$ cat src/rtl/phase_timer.sv
`timescale 1ns/1ps
// Phase timer feeding the traffic-light FSM: times each of the four phases in whole
// seconds and presents the remaining time as two BCD digits plus the FSM ctrl bit.
module phase_timer #(
  parameter int CLK_PER_SEC = 50000000,
  parameter int GREEN_SEC   = 20,
  parameter int YELLOW_SEC  = 3
) (
  input  logic       clk,
  input  logic       rst_n,
  input  logic       hold,
  output logic       ctrl,
  output logic [1:0] phase,
  output logic [3:0] sec_tens,
  output logic [3:0] sec_units,
  output logic       tick
);

  localparam int            PW          = $clog2(CLK_PER_SEC);
  localparam logic [PW-1:0] PRESC_MAX   = PW'(CLK_PER_SEC - 1);
  localparam logic [3:0]    GREEN_TENS  = 4'(GREEN_SEC / 10);
  localparam logic [3:0]    GREEN_UNITS = 4'(GREEN_SEC % 10);
  localparam logic [3:0]    YEL_TENS    = 4'(YELLOW_SEC / 10);
  localparam logic [3:0]    YEL_UNITS   = 4'(YELLOW_SEC % 10);

  typedef enum logic [1:0] {
    PH_NS_GREEN = 2'd0,
    PH_YELLOW_A = 2'd1,
    PH_EW_GREEN = 2'd2,
    PH_YELLOW_B = 2'd3
  } phase_e;

  phase_e        r_phase,   w_phase_nxt;
  logic [PW-1:0] r_presc,   w_presc_nxt;
  logic [3:0]    r_tens,    w_tens_nxt;
  logic [3:0]    r_units,   w_units_nxt;
  logic          r_expired, w_expired_nxt;
  logic          r_ctrl,    w_ctrl_nxt;
  logic          r_tick,    w_tick_nxt;

  always_ff @(posedge clk or negedge rst_n) begin
    if (!rst_n) begin
      r_phase   <= PH_NS_GREEN;
      r_presc   <= '0;
      r_tens    <= GREEN_TENS;
      r_units   <= GREEN_UNITS;
      r_expired <= 1'b0;
      r_ctrl    <= 1'b1;
      r_tick    <= 1'b0;
    end else begin
      r_phase   <= w_phase_nxt;
      r_presc   <= w_presc_nxt;
      r_tens    <= w_tens_nxt;
      r_units   <= w_units_nxt;
      r_expired <= w_expired_nxt;
      r_ctrl    <= w_ctrl_nxt;
      r_tick    <= w_tick_nxt;
    end
  end

  // Expired takes priority over hold so the FSM always sees its advance edge.
  always_comb begin
    w_phase_nxt   = r_phase;
    w_presc_nxt   = r_presc;
    w_tens_nxt    = r_tens;
    w_units_nxt   = r_units;
    w_expired_nxt = r_expired;
    w_ctrl_nxt    = r_ctrl;
    w_tick_nxt    = 1'b0;
    if (r_expired) begin
      w_phase_nxt   = phase_e'(r_phase + 2'd1);
      w_expired_nxt = 1'b0;
      w_presc_nxt   = '0;
      if (w_phase_nxt[0]) begin
        w_tens_nxt  = YEL_TENS;
        w_units_nxt = YEL_UNITS;
        w_ctrl_nxt  = 1'b0;
      end else begin
        w_tens_nxt  = GREEN_TENS;
        w_units_nxt = GREEN_UNITS;
        w_ctrl_nxt  = 1'b1;
      end
    end else if (!hold) begin
      if (r_presc == PRESC_MAX) begin
        w_presc_nxt = '0;
        w_tick_nxt  = 1'b1;
        if (r_units == 4'd0) begin
          w_units_nxt = 4'd9;
          w_tens_nxt  = r_tens - 4'd1;
        end else begin
          w_units_nxt = r_units - 4'd1;
        end
        if (r_tens == 4'd0 && r_units == 4'd1) begin
          w_expired_nxt = 1'b1;
          w_ctrl_nxt    = r_phase[0];
        end
      end else begin
        w_presc_nxt = r_presc + PW'(1);
      end
    end
  end

  assign phase     = r_phase;
  assign ctrl      = r_ctrl;
  assign sec_tens  = r_tens;
  assign sec_units = r_units;
  assign tick      = r_tick;

endmodule

$ cat config.mk
export PLATFORM = sky130hd
export DESIGN_NAME = phase_timer
export DESIGN_NICKNAME = d
export VERILOG_FILES = /design/src/rtl/phase_timer.sv
export SDC_FILE = /design/constraint.sdc
export NUM_CORES = 1
export LEC_CHECK = 0
export ABC_AREA = 1
export BUFFER_PORTS_ARGS = -buffer_cell sky130_fd_sc_hd__buf_2
export CORE_MARGIN = 3
export CORE_UTILIZATION = 61
export DETAILED_ROUTE_END_ITERATION = 10
export HOLD_SLACK_MARGIN = 0.08
export PLACE_DENSITY_LB_ADDON = 0.08
export SLEW_MARGIN = 20
export SYNTH_ARGS = -nofsm -noshare
export SYNTH_HDL_FRONTEND = slang
export SYNTH_SLANG_ARGS = --single-unit
$ cat constraint.sdc
create_clock -name clk -period 1.9 [get_ports clk]
set_clock_uncertainty 0.1 [all_clocks]
set_input_delay 0 -clock clk [delete_from_list [all_inputs] [get_ports clk]]
set_output_delay 0 -clock clk [all_outputs]
set_load 0.01 [all_outputs]
==> reports/metrics.cfg, run 1 <==
[worst_hold_path]
worstHoldPathType=input port to asynchronous set/reset pin

[critical_path]
critPathMaxFanout=19
crit_chain=ha_1 > nand2_2 > nor2_2 > nand2_1 > nor2_2 > nand2_2 > nand2_4 > nand2_4 > clkinv_8 > nand2_1 > nand2_1
worst_setup_path_end_kind=flip-flop
cp_num_cells=11
criticalPathCategory=flip-flop to flip-flop
cpMostUsedCell=nand2_1
crit_family=simple AND/OR/NAND/NOR gates
arrival_ns=1.84
crit_buf_inv=1
critPathSlowestCell=dfrtp_1
worst_ep_required_time_ns=1.99
slowest_delay_ns=0.41
reg2regPathDepth=11
worstSetupStartpointType=flip-flop

[detailed_routing]
drc=0
drtAntennaViolNets=0
dr.pass1.iters=5
viasPerCell=5.43
first_iter_violations=261
vias=2203
routed_wl_mm=5.54
wl_per_cell_um=13.7

[timing]
setup_tns_ns=0
slew_headroom=0.415
hold_viol_final=0
worst_pin_slew_ns=0.878
fin_ws_ns=0.151
fin_crit_sh=0.921
fmax_mhz=572
setup_viol=0
post-route-min-period_ns=1.75
slew_viol_final=0
rsz0062_at_grt=false
fin_worst_hold_slack_ns=0.268

[floorplan]
ioPinCount=15
start_util=0.656
die_w_um=69.9
coreArea_um2=3800
rows=22
dieArea_um2=4890
dieHeight_um=69.9

[pwr]
totalPowerFinal_mw=1.91
p_seq_frac=0.509
clockPowerShare=0.310
p_per_area_nw_per_um2=707
p_leak_nw=1.36
irDropWorstVdd_mv=0.450
p_comb_frac=0.181
netSwitchingFraction=0.306
switching_power_uw=586
p_int_mw=1.33

[status]
outcome=complete, no violations

[yosys]
seq_area_frac_synth=0.393
synth.net_count=344
synthCells=338
synth-seq-cells=39
yosys_warnings=0
ys_types=33
mappedNetlistArea_um2=2490
avgSynthCellArea_um2=7.37

[clocking]
ctsRootBufferMaster=clkbuf_8
path_clk_slew_ns=0.08
cts_tree=done
postCtsSetupRepairBufs=0
insertion_delay_ns=0.29
h-tree-depth=2
cts-buffers-inserted=5
cts.sink_count=39
clockBufferDepth=2

[layout]
drive_gt1_frac=0.182
antenna-diode-count=0
syn_to_final_growth_pct=8.54
n_fill_cell=327
seq_area_um2=978
multiInputGateArea_um2=1280
design_area_um2=2700
fin_nets=363

[global_routing]
grt-ovfl-total=0
grt_pass1_vias=2025
gr-usage-all-layers=0.241
grt_pass1_wl_mm=9.49
grt_max_degree=40
antenna_found_initial=0

[place]
portBuffers=14
dp_slack_ns=0.0935
postPlaceCellArea_um2=2580
dp_hpwl_mm=4.06
gp_congestion=0.914

[job]
drv_cap=0

[registers in the layout, summed over array words and instances (netlist names)]
| signal | count |
|---|---|
| ctrl | 1 |
| phase | 2 |
| r_expired | 1 |
| r_presc | 26 |
| sec_tens | 4 |
| sec_units | 4 |
| tick | 1 |
[path summary, 6_finish.rpt]
| path | endpoint | slack, ns | startpoint |
|---|---|---|---|
| max in group asynchronous | phase[1] | 0.89 | rst_n |
| hold reg to reg | sec_tens[1] | 0.38 | sec_tens[1] |
| hold / removal | r_presc[7] | 0.27 | rst_n |
| min in group clk | sec_tens[1] | 0.38 | sec_tens[1] |
| setup reg to reg | sec_units[3] | 0.15 | r_presc[1] |
| setup / recovery | sec_units[3] | 0.15 | r_presc[1] |
[Yosys cell counts]
cell type   n  area share
dfrtp_1    37        0.37
o22ai_1     1      0.0025
nor3_1      6       0.012
buf_12      1      0.0080
nand2_4     3       0.014
nor2_1     52       0.078
buf_4       3      0.0090
nand3_2     1      0.0040
nand2_2     5       0.013
o221ai_1    1      0.0035
o21ai_2     3       0.011
xnor2_1     1      0.0035
dfstp_2     2       0.021
clkbuf_1    1      0.0015
nor2_4      2      0.0090
nand3_1    24       0.048
or2_2       1      0.0025
xor2_1     12       0.042
o21ai_0     8       0.016
inv_6       1      0.0035
o31ai_4     1      0.0085
inv_2       1      0.0015
nor2_2     17       0.043
ha_1        3       0.015
nand4_1    16       0.040
nor3b_1     1      0.0030
buf_6       2      0.0090
inv_1      38       0.057
buf_2       2      0.0040
nand2_1    83        0.13
a21boi_0    1      0.0030
nand3b_1    1      0.0030
a21oi_1     7       0.014
[worst register-to-register path: stages, from the launching register on]
cell and delay [ns]:
dfrtp_1 0.41, ha_1 0.22, nand2_2 0.12, nor2_2 0.05, nand2_1 0.08, nor2_2 0.05
nand2_2 0.06, nand2_4 0.08, nand2_4 0.18, clkinv_8 0.15, nand2_1 0.10, nand2_1 0.06
[layout by cell type (no fill, tap or decap), drive strengths merged]
cell	n
or2	1
nand2	91
xnor2	1
a21boi	1
dfstp	2
xor2	12
clkinv	2
dlygate4sd3	2
o22ai	1
dfrtp	37
o31ai	1
nand3	25
a21oi	7
nand4	16
nand3b	1
nor3	6
clkbuf	7
nor2	71
o21ai	11
ha	3
inv	39
nor3b	1
o221ai	1
buf	19
[layout make-up]
class	instances	area share
multi-input cells	250	0.475
clock buffers	7	0.0319
repair buffers	21	0.0472
inverters	40	0.0602
well taps	48	0.0222
clock inverters	1	0.00185
flip-flops and latches	39	0.362
[layer usage]
layer	wire length, um	track usage	vias up	part of all wire
met4	93	0.0723	0	0.017
met5	0	0	-	0
met2	2540	0.367	74	0.46
met3	300	0.0518	11	0.054
met1	2610	0.346	1005	0.47
li1	-	-	1113	-
[through the flow]
step / util / instances
finish: 0.712 / 406
global route: 0.712 / 406
CTS: 0.708 / 406
detailed placement: 0.679 / 396
global placement: 0.679 / 396
floorplan: - / 338
[power by group through the flow]
stage,Combinational (mW),Clock (mW),Sequential [mW]
floorplan,0.240,0,0.979
global placement,0.324,0,0.986
detailed placement,0.335,0,0.986
CTS,0.343,0.593,0.971
global route,0.380,0.637,0.982
finish,0.346,0.591,0.973
[logic make-up after synthesis]
group	count (synthesis)	synth area share
xor+xnor	13	0.0457
compound gates	22	0.0583
fa+ha+maj	3	0.0151
buf+inv	49	0.0939
simple gates	212	0.394
flops	39	0.393
[what timing repair did]
item                                    4_1_cts  5_1_grt
gates resized for setup                       0        4
endpoints found under the setup margin        0       20
hold buffers                                  2        0
endpoints found under the hold margin        41        0
(Power assumes the default switching activity.)
==> run 2, diff against run 1 <==
--- a/config.mk
+++ b/config.mk
@@ -7,7 +7,6 @@
 export LEC_CHECK = 0
 export ABC_AREA = 1
 export BUFFER_PORTS_ARGS = -buffer_cell sky130_fd_sc_hd__buf_2
-export CORE_MARGIN = 3
 export CORE_UTILIZATION = 61
 export DETAILED_ROUTE_END_ITERATION = 10
 export HOLD_SLACK_MARGIN = 0.08
==> run 2 against run 1 <==
Net effect:
- sequential share of layout area decreased by 1.0 points
- global-route usage rose by 5.1 points
- utilization grew 2.1 points
- critical path type unchanged
- critical endpoint is now r_presc[0]
==> reports/metrics.cfg, run 2 (synthesis results as in run 1) <==
[status]
outcome=complete, no violations  ; unchanged

[critical_path]
critPathSlowestCell=dfrtp_1  ; unchanged
critPathCapture=r_presc[0]  ; was sec_units[3]
r2r_slack_ns=0.14  ; was 0.15 ns
r2r-start=r_presc[18]  ; was r_presc[1]
crit_start=r_presc[18]  ; was r_presc[1]
crit_chain=inv_1 > nand2_1 > nor2_1 > nand2_1 > nor2_1 > nand2_2 > nand2_4 > nand2_4 > inv_8 > nor2_2  ; was ha_1 > nand2_2 > nor2_2 > nand2_1 > nor2_2 > nand2_2 > nand2_4 > nand2_4 > clkinv_8 > nand2_1 > nand2_1
r2r_end=r_presc[0]  ; was sec_units[3]
criticalPathCategory=flip-flop to flip-flop  ; unchanged
slowest_delay_ns=0.41  ; about the same
critPathMaxFanout=12  ; was 19
worstSetupStartpointType=flip-flop  ; unchanged
worst_setup_path_end_kind=flip-flop  ; unchanged
worst_ep_required_time_ns=1.98  ; was 1.99 ns
reg2regPathDepth=10  ; was 11
arrival_ns=1.85  ; was 1.84 ns

[detailed_routing]
dr.pass1.iters=5  ; unchanged
vias=2238  ; was 2203
first_iter_violations=216  ; was 261
wl_met3_um=335  ; was 300 um
routed.top_layer=met4  ; unchanged
drc=0  ; unchanged
wl_per_cell_um=13.8  ; was 13.7 um
wl_met2_mm=2.73  ; was 2.54 mm
viasPerCell=5.46  ; was 5.43
wl_met1_mm=2.50  ; was 2.61 mm
drtAntennaViolNets=0  ; unchanged
routed_wl_mm=5.65  ; was 5.54 mm

[clocking]
cts-buffers-inserted=5  ; unchanged
h-tree-depth=2  ; unchanged
clockBufferDepth=2  ; unchanged
cts_tree=done  ; unchanged
cts.sink_count=39  ; unchanged
path_clk_slew_ns=0.09  ; was 0.08 ns
ctsRootBufferMaster=clkbuf_8  ; unchanged
insertion_delay_ns=0.30  ; was 0.29 ns

[global_routing]
gr-usage-all-layers=0.292  ; was 0.241
antenna_found_initial=0  ; unchanged
grt-ovfl-total=0  ; unchanged
grt_pass1_vias=2010  ; was 2025
grt_pass1_wl_mm=9.32  ; was 9.49 mm
grt_max_degree=21  ; was 40

[pwr]
p_leak_nw=1.39  ; was 1.36 nW
p_comb_frac=0.160  ; was 0.181
switching_power_uw=590  ; was 586 uW
p_int_mw=1.56  ; was 1.33 mW
totalPowerFinal_mw=2.15  ; was 1.91 mW
netSwitchingFraction=0.275  ; was 0.306
irDropWorstVdd_mv=0.588  ; was 0.450 mV
p_per_area_nw_per_um2=773  ; was 707 nW/um2
p_seq_frac=0.453  ; was 0.509
clockPowerShare=0.387  ; was 0.310

[layout]
largest_reg_flops=26  ; unchanged
drive_gt1_frac=0.182  ; about the same
final_common_cell=nand2_1  ; unchanged
antenna-diode-count=0  ; unchanged
layout_common_cells=nand2_1 (83), nor2_1 (52), inv_1 (38), dfrtp_1 (37), nand3_1 (24)  ; was nand2_1 (83), nor2_1 (50), inv_1 (38), dfrtp_1 (37), nand3_1 (24)
top_register=r_presc  ; unchanged
fin_nets=367  ; was 363
layoutNonFillerInstCount=410  ; was 406
design_area_um2=2780  ; was 2700 um2
syn_to_final_growth_pct=11.7  ; was 8.54%

[place]
dp.cells=397  ; was 396
dp_hpwl_mm=4.08  ; was 4.06 mm
gp_congestion=0.884  ; was 0.914
postPlaceCellArea_um2=2590  ; was 2580 um2
portBuffers=14  ; unchanged

[floorplan]
dieArea_um2=4340  ; was 4890 um2
ioPinCount=15  ; unchanged
coreArea_um2=3800  ; unchanged
die_w_um=65.9  ; was 69.9 um
start_util=0.656  ; unchanged
rows=22  ; unchanged
dieHeight_um=65.9  ; was 69.9 um

[timing]
fin_worst_hold_slack_ns=0.108  ; was 0.268 ns
slew_headroom=0.540  ; was 0.415
slew_viol_final=0  ; unchanged
rsz0062_at_grt=false  ; unchanged
worst_pin_slew_ns=0.687  ; was 0.878 ns
fmax_mhz=567  ; was 572 MHz
hold_viol_final=0  ; unchanged
setup_viol=0  ; unchanged
setup_tns_ns=0  ; unchanged
fin_crit_sh=0.929  ; was 0.921
post-route-min-period_ns=1.76  ; was 1.75 ns

[job]
drv_cap=0  ; unchanged

[worst_hold_path]
worstHoldPathType=input port to asynchronous set/reset pin  ; unchanged

## run 2: per-layer routing
metal | track usage | vias up
met1 | 0.387 | 1043
met4 | 0.0842 | 0
met5 | 0 | -
met3 | 0.0517 | 10
li1 | - | 1111
met2 | 0.483 | 74
## run 2: how the worst min path moves through the flow
stage	start	end	slack [ns]	depth (start not counted)
final	rst_n	r_presc[11]	0.11	3
after global routing	rst_n	r_presc[10]	0.13	3
after CTS	rst_n	r_presc[11]	0.11	3
after detailed placement	rst_n	r_presc[6]	-0.15	1
after global placement	rst_n	r_presc[6]	-0.15	1
after floorplan	rst_n	phase[0]	-0.40	0
## run 2: worst max-delay path, delay by kind of cell, from the launching register on
| family | cells | cell delay [ns] |
|---|---|---|
| buffers and inverters | 2 | 0.27 |
| DFF | 1 | 0.41 |
| and+or+nand+nor | 8 | 0.88 |
## run 2: per-stage QoR
step           utilization  setup slack, ns
2_1_floorplan            -            0.264
3_3_place_gp         0.681            0.161
3_5_place_dp         0.681           0.0949
4_1_cts              0.728           0.0844
5_1_grt              0.733          0.00782
6_report             0.733            0.135
## run 2: cell type report
class | instances | area [um2]
clock buffers | 5 | 68.8
clock inverters | 3 | 67.6
fillers | 324 | 1020
inverters | 40 | 163
multi-input cells | 250 | 1280
flip-flops and latches | 39 | 978
well taps | 48 | 60.1
repair buffers | 24 | 155
repair inverters | 1 | 11.3
## run 2: repair_timing
action                                 4_1_cts  5_1_grt
hold buffers                                 4        0
setup endpoints to repair                    0       17
setup buffers                                0        0
endpoints found under the hold margin       44        0
resized for setup                            0        3
## run 2: power groups by stage
| stage | clock network, mW | registers, mW | logic [mW] |
|---|---|---|---|
| after floorplan | 0 | 0.979 | 0.240 |
| after global placement | 0 | 0.984 | 0.325 |
| after detailed placement | 0 | 0.986 | 0.333 |
| after CTS | 0.835 | 0.970 | 0.345 |
| after global routing | 0.880 | 0.978 | 0.383 |
| final | 0.833 | 0.974 | 0.343 |
